--- src/rtl/prga_stream.sv ---
// RC4 keystream (PRGA) decryptor: streams a length-prefixed ciphertext from ct memory through the S box into pt memory.
// Optional build macro PRGA_EARLY_ABORT_EN: stop at the first out-of-range plaintext byte instead of finishing the message.
module prga_stream #(
  parameter int         LEN_BYTES = 1,
  parameter int         CT_AW     = 8,
  parameter logic [7:0] CHAR_LO   = 8'h20,
  parameter logic [7:0] CHAR_HI   = 8'h7E
) (
  input  logic             clk,
  input  logic             rst,
  input  logic             en,
  output logic             rdy,
  output logic             pt_ok,
  output logic             pt_bad,
  output logic [7:0]       s_addr,
  input  logic [7:0]       s_rddata,
  output logic [7:0]       s_wrdata,
  output logic             s_wren,
  output logic [CT_AW-1:0] ct_addr,
  input  logic [7:0]       ct_rddata,
  output logic [CT_AW-1:0] pt_addr,
  output logic [7:0]       pt_wrdata,
  output logic             pt_wren
);

  // Handshake: en is taken on a rising edge only while rdy=1; rdy drops on the
  // following cycle and en is ignored until rdy returns after DONE.
  typedef enum logic [3:0] {
    IDLE, LEN, RD_SI, RD_SJ, WR_SJ, WR_SI, RD_PAD, WR_PT, DONE
  } state_t;

  localparam int KW    = CT_AW + 1;
  localparam int MAX_L = (1 << CT_AW) - LEN_BYTES;
  localparam logic [CT_AW-1:0] PT_BASE = CT_AW'(LEN_BYTES - 1);

`ifdef PRGA_EARLY_ABORT_EN
  localparam bit EARLY_ABORT = 1'b1;
`else
  localparam bit EARLY_ABORT = 1'b0;
`endif

  state_t           state, state_d;
  logic [1:0]       cnt, cnt_d;
  logic             b, b_d;
  logic [15:0]      len_raw, len_raw_d;
  logic [KW-1:0]    len_q, len_q_d, k_q, k_d;
  logic [7:0]       i_q, i_d, j_q, j_d, si_q, si_d, sj_q, sj_d;
  logic             bad_q, bad_d;
  logic             rdy_d, pt_ok_d, pt_bad_d, s_wren_d, pt_wren_d;
  logic [7:0]       s_addr_d, s_wrdata_d, pt_wrdata_d;
  logic [CT_AW-1:0] ct_addr_d, pt_addr_d;

  logic             len_last, out_range, last_byte;
  logic [KW-1:0]    len_clamp;
  logic [7:0]       pad_byte;

  always_comb begin
    len_last  = (b == 1'(LEN_BYTES - 1));
    len_clamp = ({1'b0, len_raw} > 17'(MAX_L)) ? KW'(MAX_L) : len_raw[KW-1:0];
    pad_byte  = s_rddata ^ ct_rddata;
    out_range = (pad_byte < CHAR_LO) || (pad_byte > CHAR_HI);
    last_byte = (k_q == len_q) || (EARLY_ABORT && bad_q);
  end

  // State register and all registered outputs/datapath
  always_ff @(posedge clk or posedge rst) begin
    if (rst) begin
      state     <= IDLE;
      cnt       <= '0;
      b         <= 1'b0;
      len_raw   <= '0;
      len_q     <= '0;
      k_q       <= '0;
      i_q       <= '0;
      j_q       <= '0;
      si_q      <= '0;
      sj_q      <= '0;
      bad_q     <= 1'b0;
      rdy       <= 1'b1;
      pt_ok     <= 1'b0;
      pt_bad    <= 1'b0;
      s_addr    <= '0;
      s_wrdata  <= '0;
      s_wren    <= 1'b0;
      ct_addr   <= '0;
      pt_addr   <= '0;
      pt_wrdata <= '0;
      pt_wren   <= 1'b0;
    end else begin
      state     <= state_d;
      cnt       <= cnt_d;
      b         <= b_d;
      len_raw   <= len_raw_d;
      len_q     <= len_q_d;
      k_q       <= k_d;
      i_q       <= i_d;
      j_q       <= j_d;
      si_q      <= si_d;
      sj_q      <= sj_d;
      bad_q     <= bad_d;
      rdy       <= rdy_d;
      pt_ok     <= pt_ok_d;
      pt_bad    <= pt_bad_d;
      s_addr    <= s_addr_d;
      s_wrdata  <= s_wrdata_d;
      s_wren    <= s_wren_d;
      ct_addr   <= ct_addr_d;
      pt_addr   <= pt_addr_d;
      pt_wrdata <= pt_wrdata_d;
      pt_wren   <= pt_wren_d;
    end
  end

  // Next-state logic; two-cycle read states wait on cnt for the registered memory output
  always_comb begin
    state_d = state;
    case (state)
      IDLE:    if (en && rdy) state_d = LEN;
      LEN:     if (cnt == 2'd2 && len_last) state_d = (len_clamp == '0) ? DONE : RD_SI;
      RD_SI:   if (cnt == 2'd1) state_d = RD_SJ;
      RD_SJ:   if (cnt == 2'd1) state_d = WR_SJ;
      WR_SJ:   state_d = WR_SI;
      WR_SI:   state_d = RD_PAD;
      RD_PAD:  if (cnt == 2'd1) state_d = WR_PT;
      WR_PT:   state_d = last_byte ? DONE : RD_SI;
      DONE:    state_d = IDLE;
      default: state_d = IDLE;
    endcase
  end

  // Next values of registered outputs and datapath
  always_comb begin
    cnt_d       = cnt;
    b_d         = b;
    len_raw_d   = len_raw;
    len_q_d     = len_q;
    k_d         = k_q;
    i_d         = i_q;
    j_d         = j_q;
    si_d        = si_q;
    sj_d        = sj_q;
    bad_d       = bad_q;
    rdy_d       = rdy;
    pt_ok_d     = pt_ok;
    pt_bad_d    = pt_bad;
    s_addr_d    = s_addr;
    s_wrdata_d  = s_wrdata;
    s_wren_d    = 1'b0;
    ct_addr_d   = ct_addr;
    pt_addr_d   = pt_addr;
    pt_wrdata_d = pt_wrdata;
    pt_wren_d   = 1'b0;
    case (state)
      IDLE: begin
        if (en && rdy) begin
          rdy_d     = 1'b0;
          pt_ok_d   = 1'b0;
          pt_bad_d  = 1'b0;
          bad_d     = 1'b0;
          cnt_d     = '0;
          b_d       = 1'b0;
          len_raw_d = '0;
          len_q_d   = '0;
          k_d       = '0;
          i_d       = '0;
          j_d       = '0;
          ct_addr_d = '0;
        end
      end
      LEN: begin
        cnt_d = cnt + 2'd1;
        if (cnt == 2'd1) begin
          if (b) len_raw_d[15:8] = ct_rddata;
          else   len_raw_d[7:0]  = ct_rddata;
          pt_addr_d   = ct_addr;
          pt_wrdata_d = ct_rddata;
          pt_wren_d   = 1'b1;
        end else if (cnt == 2'd2) begin
          cnt_d = '0;
          if (!len_last) begin
            b_d       = 1'b1;
            ct_addr_d = ct_addr + 1'b1;
          end else begin
            len_q_d  = len_clamp;
            k_d      = KW'(1);
            i_d      = 8'd1;
            s_addr_d = 8'd1;
          end
        end
      end
      RD_SI: begin
        cnt_d = cnt + 2'd1;
        if (cnt == 2'd1) begin
          cnt_d    = '0;
          si_d     = s_rddata;
          j_d      = j_q + s_rddata;
          s_addr_d = j_q + s_rddata;
        end
      end
      RD_SJ: begin
        cnt_d = cnt + 2'd1;
        if (cnt == 2'd1) begin
          cnt_d      = '0;
          sj_d       = s_rddata;
          s_addr_d   = j_q;
          s_wrdata_d = si_q;
          s_wren_d   = 1'b1;
        end
      end
      WR_SJ: begin
        // When i==j this rewrites the same value twice, leaving s[i] intact
        s_addr_d   = i_q;
        s_wrdata_d = sj_q;
        s_wren_d   = 1'b1;
      end
      WR_SI: begin
        s_addr_d  = si_q + sj_q;
        ct_addr_d = PT_BASE + k_q[CT_AW-1:0];
      end
      RD_PAD: begin
        cnt_d = cnt + 2'd1;
        if (cnt == 2'd1) begin
          cnt_d       = '0;
          pt_addr_d   = ct_addr;
          pt_wrdata_d = pad_byte;
          pt_wren_d   = 1'b1;
          if (out_range) bad_d = 1'b1;
        end
      end
      WR_PT: begin
        if (!last_byte) begin
          k_d      = k_q + 1'b1;
          i_d      = i_q + 8'd1;
          s_addr_d = i_q + 8'd1;
        end
      end
      DONE: begin
        pt_ok_d  = !bad_q;
        pt_bad_d = bad_q;
        rdy_d    = 1'b1;
      end
      default: ;
    endcase
  end

endmodule

--- config.mk ---
export PLATFORM = sky130hd
export DESIGN_NAME = prga_stream
export DESIGN_NICKNAME = d
export VERILOG_FILES = /design/src/rtl/prga_stream.sv
export SDC_FILE = /design/constraint.sdc
export NUM_CORES = 1
export LEC_CHECK = 0
export CAP_MARGIN = 30
export CORE_MARGIN = 2
export CORE_UTILIZATION = 60
export CTS_BUF_LIST = sky130_fd_sc_hd__clkbuf_4 sky130_fd_sc_hd__clkbuf_8
export DETAILED_ROUTE_END_ITERATION = 16
export GPL_ROUTABILITY_DRIVEN = 0
export PLACE_DENSITY_LB_ADDON = 0.12
export SYNTH_ARGS = -nofsm -noshare
export SYNTH_HDL_FRONTEND = slang
export SYNTH_SLANG_ARGS = --single-unit
export TNS_END_PERCENT = 100
--- constraint.sdc ---
create_clock -name clk -period 8.6 [get_ports clk]
set_clock_uncertainty 0.2 [all_clocks]
set_input_delay 0.86 -clock clk [delete_from_list [all_inputs] [get_ports clk]]
set_output_delay 0.86 -clock clk [all_outputs]
set_load 0.03 [all_outputs]
Word level (Yosys, flattened, before mapping). Index checks and enable logic that the tools add are counted.

Output and inout port bits: 45. Register bits: 119.

Bitwise gates (word level): 2. Reductions and logical operators: 35. Magnitude comparators: 3. Multiplexer cells: 62. Eq/ne operators: 23. $add $sub $neg: 6.

Operator list (count): $mux W8 (15); $mux W9 (9); $pmux W8 S2 (3); $pmux W8 S3 (2); $pmux W8 S6 (1); $mux W16 (2); $pmux W16 S2 (1); $pmux W4 S8 (1); $mux W4 (7); $pmux W9 S3 (1); $ne A2 B2 Y1 const B (12); $pmux W9 S2 (1); $add A8 B1 Y8 const B (2); $add A8 B8 Y8 (2); $eq A4 B3 Y1 const B (4); $gt A16 B8 Y1 const B (1); $reduce_and A4 Y1 (4); $reduce_and A5 Y1 (3); $pmux W1 S2 (6); $reduce_and A2 Y1 (6); $reduce_bool A2 Y1 (6); $add A9 B1 Y9 const B (1); $eq A9 B9 Y1 (1); $logic_not A9 Y1 (1); other kinds (24) (39).

Depth between registers and ports, before layout.
Depth in word-level cells: 6. Mapped depth: 10.

Least setup slack after synthesis. No wires, ideal clock.

Kind: input-to-reg. Start point: input en. End point: register k_q[8]. Required time: 8322 ps. Stages on the path: 6. Path slack: 5968 ps. Data arrival time: 2355 ps. Library setup time: 78 ps. Path buffers: 0. Path through: nand2_1 or4_1 a21oi_4 nand2_2 or4_1 a21oi_1.

Word-level cells in the longest chain between the ends: 3.

Ends and longest elaborated chain: from (decl) (line 11) `input logic en,`; $logic_and A1 B1 Y1 (line 155) `if (en && rdy) begin`; $ne A2 B2 Y1 (no line); $reduce_and A6 Y1 (no line); to (signal assigned) (line 95) `k_q <= k_d;`; to (decl) (line 46) `logic [KW-1:0] len_q, len_q_d, k_q, k_d;`.

Every way passes these cells. A chain may end at the register's enable or synchronous reset.

Final worst setup path.
Start point: register state[0]. End point: register s_wrdata[4].

Word-level cells in the longest chain between the ends: 3. Elaborated cells between the ends (all ways): 6.

Ends and longest elaborated chain: from (decl) (line 42) `state_t state, state_d;`; from (signal assigned) (line 90) `state <= state_d;`; $eq A4 B2 Y1 or $eq A4 B3 Y1 (tied branches) (line 153) `case (state)`; $ne A2 B2 Y1 (no line) or $reduce_bool A2 Y1 (tied branches); $reduce_and A2 Y1 (no line); to (signal assigned) (line 105) `s_wrdata <= s_wrdata_d;`; to (decl) (line 17) `output logic [7:0] s_wrdata,`.

Parallel ways exist; a longest one is shown, timed or not.

==> flow_metrics.env <==
export IMPL_yosysUniqueCellTypes=70
export IMPL_fin_ws_ns=5.48
export IMPL_critPathLaunch="state[0]$_DFFE_PP0P_"
export IMPL_cp_arrival_ns=3.24
export IMPL_setup_violations=0
export IMPL_rows=37
export IMPL_post_cts_buffers=0
export IMPL_grt_pass1_wl_um=24800
export IMPL_reg2reg_from="state[0]$_DFFE_PP0P_"
export IMPL_reg2reg_slack_ns=5.48
export IMPL_end_kind="flip-flop"
export IMPL_yosysSeqAreaShare_pct=47.5
export IMPL_cap_violations=0
export IMPL_rsz0062_at_grt="no"
export IMPL_cts_resized=0
export IMPL_ir_drop_v=0.000267
export IMPL_syn_num_nets=681
export IMPL_clock_sinks=118
export IMPL_synth_top_cells_by_area="dfrtp_1 47%, nand2_1 7.4%, o21ai_0 5.2%"
export IMPL_ctsHoldBuffers=0
export IMPL_pre_cts_slack_ns=5.17
export IMPL_wl_per_cell_um=17.6
export IMPL_synth_seq_cells=118
export IMPL_grt_start_max_net_pins=65
export IMPL_leakagePower_nw=3.30
export IMPL_vias=5121
export IMPL_die_height_um=106
export IMPL_numCtsBuffers=17
export IMPL_fin_cells=852
export IMPL_clock_path_buffers=2
export IMPL_diodes=0
export IMPL_max_freq_mhz=320
export IMPL_critPathMaxFanout=24
export IMPL_mostFrequentLayoutCells="123 x nand2_1, 117 x dfrtp_1, 65 x o21ai_0"
export IMPL_fin_crit_sh_pct=36.3
export IMPL_drt_wl_total_um=15000
export IMPL_remaining_drc_errors=0
export IMPL_critPathKind="flip-flop to flip-flop"
export IMPL_holdCritPathClass="flip-flop to flip-flop"
export IMPL_cts_tree="yes"
export IMPL_cp_required_ns=8.72
export IMPL_syn2layout_area_growth_pct=18.0
export IMPL_synth_edf_count=0
export IMPL_ant_nets=0
export IMPL_layout_min_cycle_time_ns=3.12
export IMPL_antenna_found_initial=0
export IMPL_hold_violations=0
export IMPL_nNetsFinal=740
export IMPL_coreArea_mm2=0.0102
export IMPL_drive_above_1_share_pct=10.5
export IMPL_crit_end="s_wrdata[4]$_DFFE_PP0P_"
export IMPL_htreeDepth=4
export IMPL_postSynthCellCount=644
export IMPL_clkLatencyLatePin_ns=0.45
export IMPL_grt_pass1_vias=4985
export IMPL_grt_overflow=0
export IMPL_dp_cells=820
export IMPL_yosys_warnings=0
export IMPL_die_area_mm2=0.0112
export IMPL_post_dp_hpwl_um=10600
export IMPL_worst_slew_pin_slew_ns=0.980
export IMPL_status="finished, final reports clean"
export IMPL_worstRegToRegCells=5
export IMPL_relSlewSlack_pct=34.1
export IMPL_root_buffer="clkbuf_8"
export IMPL_drv_slew=0
export IMPL_fin_setup_tns_ns=0
export IMPL_holdPathStages=2
export IMPL_final_common_cell="nand2_1"
export IMPL_async_flop_share_pct=100
export IMPL_reg2reg_to="s_wrdata[4]$_DFFE_PP0P_"
export IMPL_syn_area_per_cell_um2=9.66
export IMPL_vias_per_cell=6.01
export IMPL_die_x_um=106
export IMPL_yosysTopAreaCellShare_pct=47.1
export IMPL_synth_largest_area_cell="dfrtp_1"
export IMPL_synthFlopType="dfrtp_1"
export IMPL_power_total_w=0.00262
export IMPL_pin_count=64
export IMPL_syn_area_mm2=0.00622
export IMPL_grtUsageTotal_pct=28.6
export IMPL_clkTransAtPathRegs_ns=0.07
export IMPL_firstDrtPassIters=7
export IMPL_start_kind="flip-flop"
export IMPL_io_buffer_count=63
export IMPL_initial_utilization_pct=61.1
export IMPL_drtIter0Drc=386
export IMPL_p_per_area_mw_per_mm2=357
export IMPL_holdWs_ns=0.272
-- worst min path at each step --
stage                                 startpoint                     end
after floorplan           len_raw[7]$_DFFE_PP0P_  len_raw[7]$_DFFE_PP0P_
after global placement    len_raw[7]$_DFFE_PP0P_  len_raw[7]$_DFFE_PP0P_
after detailed placement  pt_addr[4]$_DFFE_PP0P_  pt_addr[4]$_DFFE_PP0P_
after CTS                 pt_addr[5]$_DFFE_PP0P_  pt_addr[5]$_DFFE_PP0P_
after global routing      pt_addr[5]$_DFFE_PP0P_  pt_addr[5]$_DFFE_PP0P_
final                     pt_addr[5]$_DFFE_PP0P_  pt_addr[5]$_DFFE_PP0P_
-- logic make-up (layout without fill, tap and decap cells) --
| kind of cell | Yosys count | in the layout | synth area share, % |
|---|---|---|---|
| and+or+nand+nor | 256 | 256 | 20.2 |
| adders and majority gates | 18 | 18 | 3.86 |
| AOI/OAI and AO/OA | 153 | 153 | 15.8 |
| muxes | 27 | 27 | 4.73 |
| DFF | 118 | 118 | 47.5 |
| buffers and inverters | 35 | 107 | 2.67 |
| xor gates and xnor gates | 37 | 37 | 5.21 |
-- report_power, final --
group / internal (W) / switching (W) / leakage (nW)
Combinational: 0.000496 / 0.000705 / 1.53
Clock: 0.000292 / 0.000219 / 0.216
Sequential: 0.000730 / 0.000179 / 1.56
Total: 0.00152 / 0.00110 / 3.30
-- sequential cells by signal, summed over array words and instances (netlist names), 2 cells and up --
name / cells
k_q: 9
pt_wrdata: 8
i_q: 8
len_q: 9
s_wrdata: 8
cnt: 2
j_q: 8
ct_addr: 8
len_raw: 16
pt_addr: 8
si_q: 8
s_addr: 8
sj_q: 8
state: 4
-- Yosys cell counts, drive strengths merged (5+ instances only) --
master	count
nand2	125
dfrtp	117
o21ai	67
nand3	25
nor2	24
a21oi	22
clkbuf	20
xnor2	20
mux2	19
xor2	17
ha	16
and2	13
nor3	13
a22o	12
nand2b	12
buf	9
mux2i	8
a21o	7
a211oi	6
and3	6
nand4	6
o211ai	6
or3	6
inv	5
or4	5
-- cell type report --
cell class	instances	area [µm²]
Inverter	6	25.0
Timing Repair Buffer	69	676
Clock inverter	9	98.8
Fill cell	775	2850
Clock buffer	23	304
Multi-Input combinational cell	491	3110
Tap cell	136	170
Sequential cell	118	2950
-- stage by stage --
step,util [%],cell area (µm²)
2_1_floorplan,-,6220
3_3_place_gp,68.1,6940
3_5_place_dp,68.1,6940
4_1_cts,72.1,7340
5_1_grt,72.1,7340
6_report,72.1,7340
-- per-layer routing --
metal	vias to the layer above	track usage, %	part of all wire (%)
met5	-	0	0
li1	2412	-	-
met3	39	6.62	4.6
met4	0	11.5	2.4
met1	2513	35.7	41
met2	157	48.1	52
-- critical path: stages (launching register included) --
cell      delay, ns
dfrtp_1        0.84
nand2b_4       0.12
nor2_1         0.63
nand2_1        0.70
mux2i_1        0.37
o21ai_0        0.11
(Power assumes the default switching activity.)
